File: src/rtl/rr_bus_arbiter.sv
// Round-robin bus arbiter: grants one master at a time, holds the grant until
// bus_ack, and revokes it with a one-cycle timeout_err after TIMEOUT cycles.
module rr_bus_arbiter #(
  parameter int N_MASTERS = 3,
  parameter int TIMEOUT   = 16,
  localparam int IW       = $clog2(N_MASTERS),
  localparam int TW       = $clog2(TIMEOUT + 1)
) (
  input  logic                 clk,
  input  logic                 reset,
  input  logic [N_MASTERS-1:0] bus_req,
  input  logic                 bus_ack,
  output logic [N_MASTERS-1:0] bus_grant,
  output logic [IW-1:0]        grant_idx,
  output logic                 bus_busy,
  output logic                 timeout_err
);

  localparam logic [0:0] S_IDLE  = 1'b0;
  localparam logic [0:0] S_GRANT = 1'b1;

  logic [0:0]           state_q, state_d;
  logic [N_MASTERS-1:0] grant_q, grant_d;
  logic [IW-1:0]        idx_q, idx_d;
  logic [IW-1:0]        ptr_q, ptr_d;
  logic [TW-1:0]        tcnt_q, tcnt_d;
  logic                 err_q, err_d;

  logic [2*N_MASTERS-1:0] req_dbl;
  logic [N_MASTERS-1:0]   req_rot;
  logic                   found;
  logic [IW:0]            pick_sum;
  logic [IW-1:0]          pick;
  logic [IW-1:0]          ptr_next;

  // Rotate requests so bit 0 is the pointer's master; the first set bit of the
  // rotated vector is the winner, and its offset is mapped back modulo N.
  always_comb begin
    req_dbl  = {bus_req, bus_req} >> ptr_q;
    req_rot  = req_dbl[N_MASTERS-1:0];
    found    = 1'b0;
    pick_sum = '0;
    for (int unsigned i = 0; i < N_MASTERS; i++) begin
      if (!found && req_rot[i]) begin
        found    = 1'b1;
        pick_sum = {1'b0, ptr_q} + (IW+1)'(i);
      end
    end
    if (pick_sum >= (IW+1)'(N_MASTERS)) begin
      pick_sum = pick_sum - (IW+1)'(N_MASTERS);
    end
    pick = pick_sum[IW-1:0];
  end

  assign ptr_next = (idx_q == IW'(N_MASTERS - 1)) ? '0 : idx_q + IW'(1);

  always_comb begin
    state_d = state_q;
    grant_d = grant_q;
    idx_d   = idx_q;
    ptr_d   = ptr_q;
    tcnt_d  = tcnt_q;
    err_d   = 1'b0;
    case (state_q)
      S_IDLE: begin
        if (found) begin
          state_d = S_GRANT;
          grant_d = {{(N_MASTERS-1){1'b0}}, 1'b1} << pick;
          idx_d   = pick;
          tcnt_d  = '0;
        end
      end
      S_GRANT: begin
        // Acknowledge takes precedence over a coinciding watchdog expiry.
        if (bus_ack) begin
          state_d = S_IDLE;
          grant_d = '0;
          ptr_d   = ptr_next;
        end else if (tcnt_q == TW'(TIMEOUT - 1)) begin
          state_d = S_IDLE;
          grant_d = '0;
          ptr_d   = ptr_next;
          err_d   = 1'b1;
        end else begin
          tcnt_d = tcnt_q + TW'(1);
        end
      end
      default: begin
        state_d = S_IDLE;
        grant_d = '0;
      end
    endcase
  end

  always_ff @(posedge clk) begin
    if (reset) begin
      state_q <= S_IDLE;
      grant_q <= '0;
      idx_q   <= '0;
      ptr_q   <= '0;
      tcnt_q  <= '0;
      err_q   <= 1'b0;
    end else begin
      state_q <= state_d;
      grant_q <= grant_d;
      idx_q   <= idx_d;
      ptr_q   <= ptr_d;
      tcnt_q  <= tcnt_d;
      err_q   <= err_d;
    end
  end

  assign bus_grant   = grant_q;
  assign grant_idx   = idx_q;
  assign bus_busy    = (state_q == S_GRANT);
  assign timeout_err = err_q;

endmodule

File: config.mk
export PLATFORM = sky130hd
export DESIGN_NAME = rr_bus_arbiter
export DESIGN_NICKNAME = d
export VERILOG_FILES = /design/src/rtl/rr_bus_arbiter.sv
export SDC_FILE = /design/constraint.sdc
export NUM_CORES = 1
export LEC_CHECK = 0
export CORE_MARGIN = 2
export CORE_UTILIZATION = 50
export DETAILED_ROUTE_END_ITERATION = 10
export DONT_BUFFER_PORTS = 1
export PLACE_DENSITY = 0.75
export SYNTH_ARGS = -nofsm -noshare
export SYNTH_HDL_FRONTEND = slang
export SYNTH_SLANG_ARGS = --single-unit
File: constraint.sdc
create_clock -name clk -period 5.25 [get_ports clk]
set_input_delay 0.7875 -clock clk [delete_from_list [all_inputs] [get_ports clk]]
set_output_delay 0.7875 -clock clk [all_outputs]
set_load 0.02 [all_outputs]
==> results of run 1 <==
through the flow:
step / setup WS [ns] / total power [mW] / util
floorplan: 3.068 / 0.1609 / -
global placement: 2.983 / 0.1617 / 0.5201
detailed placement: 2.961 / 0.1629 / 0.5201
CTS: 3.033 / 0.2406 / 0.5414
global route: 2.902 / 0.2506 / 0.5414
finish: 3.017 / 0.2383 / 0.5414
cells by family (layout without fill, tap and decap cells):
group | count (synthesis) | count (layout)
adders and majority gates | 3 | 3
AOI/OAI and AO/OA | 27 | 27
muxes | 2 | 2
and+or+nand+nor | 48 | 48
xor gates and xnor gates | 2 | 2
buffers and inverters | 11 | 8
DFF | 14 | 14
worst max-delay path: stages (launching register included):
cell and delay, ns:
dfxtp_1 0.74, or4bb_1 0.27, nand4_2 0.13, a221oi_4 0.40
or3b_1 0.38, a311oi_1 0.24
power by group through the flow:
stage	Combinational, mW	Clock, mW	Sequential [mW]
after floorplan	0.0365	0	0.124
after global routing	0.0388	0.0852	0.127
after detailed placement	0.0348	0	0.128
after global placement	0.0339	0	0.128
final	0.0349	0.0778	0.126
after CTS	0.0350	0.0801	0.126
how the worst min path moves through the flow:
| stage | end | slack (ns) |
|---|---|---|
| floorplan | tcnt_q[4] | 0.46 |
| global placement | tcnt_q[1] | 0.48 |
| detailed placement | tcnt_q[1] | 0.49 |
| CTS | tcnt_q[1] | 0.50 |
| global route | tcnt_q[1] | 0.51 |
| finish | tcnt_q[1] | 0.50 |
placed cells by master (no fill, tap or decap), types with 2 or more instances in the layout:
master | Yosys | final
nor2_1 | 14 | 14
dfxtp_1 | 14 | 14
a21oi_1 | 10 | 10
inv_1 | 4 | 4
nor3_1 | 4 | 4
nand2_1 | 4 | 4
nand3_1 | 4 | 4
nor3b_1 | 3 | 3
nand2b_1 | 3 | 3
a311oi_1 | 3 | 3
ha_1 | 3 | 3
clkbuf_4 | 0 | 3
or3b_2 | 2 | 2
nand4_1 | 2 | 2
xor2_1 | 2 | 2
o21ai_0 | 2 | 2
state kept, by name, summed over array words and instances (netlist names):
name         count
timeout_err      1
bus_grant        3
grant_idx        2
tcnt_q           5
ptr_q            2
bus_busy         1
layout make-up:
cell class / instances / area [um^2]
Clock buffer: 4 / 36.28
Fill cell: 150 / 783.3
Inverter: 4 / 15.01
Multi-Input combinational cell: 82 / 561.8
Sequential cell: 14 / 280.3
Tap cell: 25 / 31.28
layer usage:
metal | GRT usage | up-vias | wire [um]
li1 | - | 393 | -
met1 | 0.2405 | 359 | 862
met2 | 0.2583 | 17 | 746
met3 | 0.09804 | 2 | 132
met4 | 0.05714 | 0 | 14
met5 | 0 | - | 0
==> flow_summary.yaml, run 1 <==
timing:
  tns_ns: 0
  skew_ns: 0.002891
  final.min_clock_period_ns: 2.233
  tightestPinTransition_ns: 0.7285
  hold_viol: 0
  relSlewSlack: 0.5126
  grt_setup_unrepaired: "no"
  setup_violations: 0
  min_period_over_period: 0.4254
  slew_viol_final: 0
  fmax_ghz: 0.4477
  hold-worst-slack_ns: 0.4955
place:
  place_hpwl_mm: 1.223
  gp_congestion: 0.7707
  placed_area_um2: 888.4
  dp.cells: 125
  io_buffers: 0
setup_path:
  timing.rr.end: "bus_grant[0]"
  worst_setup_path_end_kind: "flip-flop"
  arrival_ns: 2.43
  required_ns: 5.45
  critPathCapture: "bus_grant[0]"
  reg2reg_slack_ns: 3.02
  startpoint_type: "flip-flop"
  startpoint: "ptr_q[1]"
  worstRegToRegCells: 5
  crit_fanout: 17
  r2r_start: "ptr_q[1]"
  crit_type: "flip-flop to flip-flop"
clocking:
  clk_path_buf_depth: 2
  post_cts_buffers: 0
  cts_buffers: 3
  cts_tree: "built"
  htree_num_levels: 1
  cts_sinks: 14
  insertion_delay_ns: 0.28
  clock-root-buffer: "clkbuf_4"
  cts.repair.resized: 0
  clk_transition_reported_paths_ns: 0.09
  hold_buffers: 0
routing:
  via_per_inst: 5.977
  drc: 0
  vias: 771
  antenna_left: 0
  drt_wl_total_mm: 1.756
  post_drt_wl_per_cell_um: 13.61
  drt_pre_antenna_iters: 4
  drt-initial-drc-count: 12
yosys:
  synth_compound_gate_area_share: 0.2188
  synth_top_flop_cell: "dfxtp_1"
  synthTopCellsByCount: "dfxtp_1 (14), nor2_1 (14), a21oi_1 (10)"
  synth.avg_cell_area_um2: 8.337
  yosys.area.top_type: "dfxtp_1"
  synth_top_family_by_area: "simple AND/OR/NAND/NOR gates"
  synthMuxAreaShare: 0.02805
  synth_area_um2: 892.1
  synthArstFlopShare: 0
  synth_warnings: 0
  synth_nets: 116
  synthSimpleGateAreaFrac: 0.3212
  synthAdderAreaFrac: 0.04208
  synthTopCellsByArea: "dfxtp_1 (31%), nor2_1 (5.9%), a21oi_1 (5.6%)"
  ys_types: 44
  syn_inst: 107
  synth_top_area_share: 0.3142
  ys_seq_area_frac: 0.3142
  synth_edf_count: 0
  synth-xor-area-share: 0.01964
  ys_seq_elements: 14
power:
  peakVddDrop_mv: 0.1673
  p_leak_nw: 0.3269
  p_int_uw: 171.2
  pwr-share-clk: 0.326
  share_comb_of_total_power: 0.146
  p_per_area_nw_per_um2: 257.7
  p_switching_uw: 67.04
  seqPwrFrac: 0.527
  switching_share: 0.2814
cells_and_area:
  syn2layout_area_growth_pct: 3.647
  fin_nets: 114
  final_layout_size_suffix_gt1_frac: 0.09615
  antenna_cells: 0
  fin_cells: 129
  fin_area_um2: 924.6
floorplanning:
  dieArea_um2: 2138
  die_y_um: 46.24
  die_x_um: 46.24
  start_util: 0.5223
  ios: 13
  rows: 15
  core_um2: 1708
global_routing:
  antenna_found_initial: 0
  grt_pass1_wl_mm: 2.815
  grt_usage: 0.1839
  grt_pass1_vias: 658
  grt_max_degree: 18
  gr-total-overflow: 0
run:
  maxCapViolations: 0
min_path:
  hold_depth: 2
  worstHoldStart: "tcnt_q[1]"
  hp-class: "flip-flop to flip-flop"
outcome:
  status: "completed"
Power figures use the tool's default switching activity.
==> run 2: changes to the inputs <==
--- a/config.mk
+++ b/config.mk
@@ -9,7 +9,7 @@
 export CORE_UTILIZATION = 50
 export DETAILED_ROUTE_END_ITERATION = 10
 export DONT_BUFFER_PORTS = 1
-export PLACE_DENSITY = 0.75
+export PLACE_DENSITY = 0.78
 export SYNTH_ARGS = -nofsm -noshare
 export SYNTH_HDL_FRONTEND = slang
 export SYNTH_SLANG_ARGS = --single-unit
==> constraint.sdc (replaced) <==
create_clock -name clk -period 2.05 [get_ports clk]
set_input_delay 0.3075 -clock clk [delete_from_list [all_inputs] [get_ports clk]]
set_output_delay 0.3075 -clock clk [all_outputs]
set_load 0.02 [all_outputs]
==> flow_summary.yaml, run 2 (synthesis gave the netlist of run 1 again) <==
floorplanning:
  die_y_um: 46.24
  dieArea_um2: 2138
  start_util: 0.5223
  core_um2: 1708
  ios: 13
  rows: 15
  die_x_um: 46.24
clocking:
  cts_sinks: 14
  clk_transition_reported_paths_ns: 0.08
  clock-root-buffer: "clkbuf_4"
  insertion_delay_ns: 0.27
  cts_tree: "built"
  clk_path_buf_depth: 2
  cts_buffers: 3
  htree_num_levels: 1
  post_cts_buffers: 0
global_routing:
  grt_pass1_wl_mm: 3.077
  grt_usage: 0.2034
  grt_max_degree: 15
  grt_pass1_vias: 708
  gr-total-overflow: 0
  antenna_found_initial: 0
cells_and_area:
  final_common_cell: "nor2_1"
  utilization: 0.5582
  layout_common_cells: "nor2_1 (14), dfxtp_1 (13), a21oi_1 (9)"
  syn2layout_area_growth_pct: 6.872
  largest_reg_flops: 5
  regArea_um2: 281.5
  fin_cells: 133
  fill_cells: 161
  final_layout_size_suffix_gt1_frac: 0.1481
  multi_input_area_um2: 565.5
  largest_register: "tcnt_q"
  antenna_cells: 0
  fin_nets: 119
min_path:
  hp-class: "input pin to flip-flop"
  hold_depth: 1
  whs_endpoint: "bus_grant[0]"
  worstHoldStart: "reset"
setup_path:
  r2r_start: "ptr_q[0]"
  startpoint_type: "flip-flop"
  worstRegToRegCells: 5
  arrival_ns: 2.11
  reg2reg_slack_ns: 0.14
  required_ns: 2.24
  crit_fanout: 14
  crit_type: "flip-flop to flip-flop"
  worst_setup_path_end_kind: "flip-flop"
  timing.rr.end: "bus_grant[2]"
power:
  p_per_area_nw_per_um2: 596.6
  p_int_uw: 406.7
  power_uw: 568.8
  share_comb_of_total_power: 0.181
  seqPwrFrac: 0.562
  switching_share: 0.2849
  p_switching_uw: 162.0
  pwr-share-clk: 0.257
  peakVddDrop_mv: 0.3727
  p_leak_nw: 0.3445
place:
  place_hpwl_mm: 1.322
  gp_congestion: 0.8532
  dp.cells: 130
  io_buffers: 0
timing:
  tightestPinTransition_ns: 0.4023
  grt_setup_unrepaired: "no"
  relSlewSlack: 0.7312
  setup_violations: 0
  slew_viol_final: 0
  tns_ns: 0
  min_period_over_period: 0.9339
  fmax_ghz: 0.5224
  final.min_clock_period_ns: 1.914
  hold_viol: 0
  skew_ns: 0.005939
routing:
  met3_length_um: 58
  drt_pre_antenna_iters: 4
  wl_met2_um: 913
  antenna_left: 0
  vias: 797
  post_drt_wl_per_cell_um: 13.17
  wl_met1_um: 749
  drt_wl_total_mm: 1.752
  drt-initial-drc-count: 9
  top_layer: "met4"
  via_per_inst: 5.992
  drc: 0
run:
  maxCapViolations: 0
outcome:
  status: "completed"
## run 2: cell types whose count changed in the layout (fill, tap and decap cells not counted)
cell and delta:
dfxtp_2 +1, clkbuf_8 -1, a21oi_2 +1, buf_4 +5, a21oi_1 -1, dfxtp_1 -1
## run 2: worst max-delay path by stage
stage                          from      endpoint  slack, ns  cells past startpoint
after floorplan            ptr_q[0]  bus_grant[0]       0.26                      5
after global placement     ptr_q[0]  bus_grant[2]       0.13                      5
after detailed placement   ptr_q[0]  bus_grant[2]       0.06                      5
after CTS                  ptr_q[0]  bus_grant[2]       0.04                      5
after global routing      tcnt_q[0]     tcnt_q[3]       0.03                      7
final                      ptr_q[0]  bus_grant[2]       0.14                      5
## run 2: power groups by stage
stage | combinational [mW] | clock [mW] | sequential, mW
floorplan | 0.0935 | 0 | 0.318
global placement | 0.0983 | 0 | 0.325
detailed placement | 0.101 | 0 | 0.326
CTS | 0.101 | 0.156 | 0.319
global route | 0.115 | 0.168 | 0.323
finish | 0.103 | 0.146 | 0.320
## run 2: what timing repair did
action,4_1_cts,5_1_grt
resized for setup,0,2
setup endpoints to repair,0,3
hold buffers,0,0
## run 2: layout make-up
class / instances / area share
multi-input cells: 82 / 0.5932
flip-flops and latches: 14 / 0.2953
repair buffers: 5 / 0.03937
well taps: 25 / 0.03281
clock buffers: 3 / 0.02362
inverters: 4 / 0.01575
## run 2: worst max-delay path, cell delays in order (launching register included)
cell      delay, ns
dfxtp_2        0.39
or3b_2         0.47
a21oi_1        0.25
a221oi_4       0.08
or3_1          0.38
a311oi_1       0.26
## run 2: stage by stage
stage	hold WS (ns)	area [um^2]	setup WS, ns
CTS	0.07966	948.4	0.04056
global route	0.06849	953.4	0.02693
finish	0.09134	953.4	0.1356
floorplan	0.3796	892.1	0.2645
global placement	0.3804	925.9	0.1291
detailed placement	0.3816	925.9	0.05701
## run 2: routing by layer
layer | vias to the layer above | track usage
met2 | 11 | 0.3222
li1 | 405 | -
met3 | 4 | 0.05098
met1 | 377 | 0.2506
met4 | 0 | 0.1086
met5 | - | 0
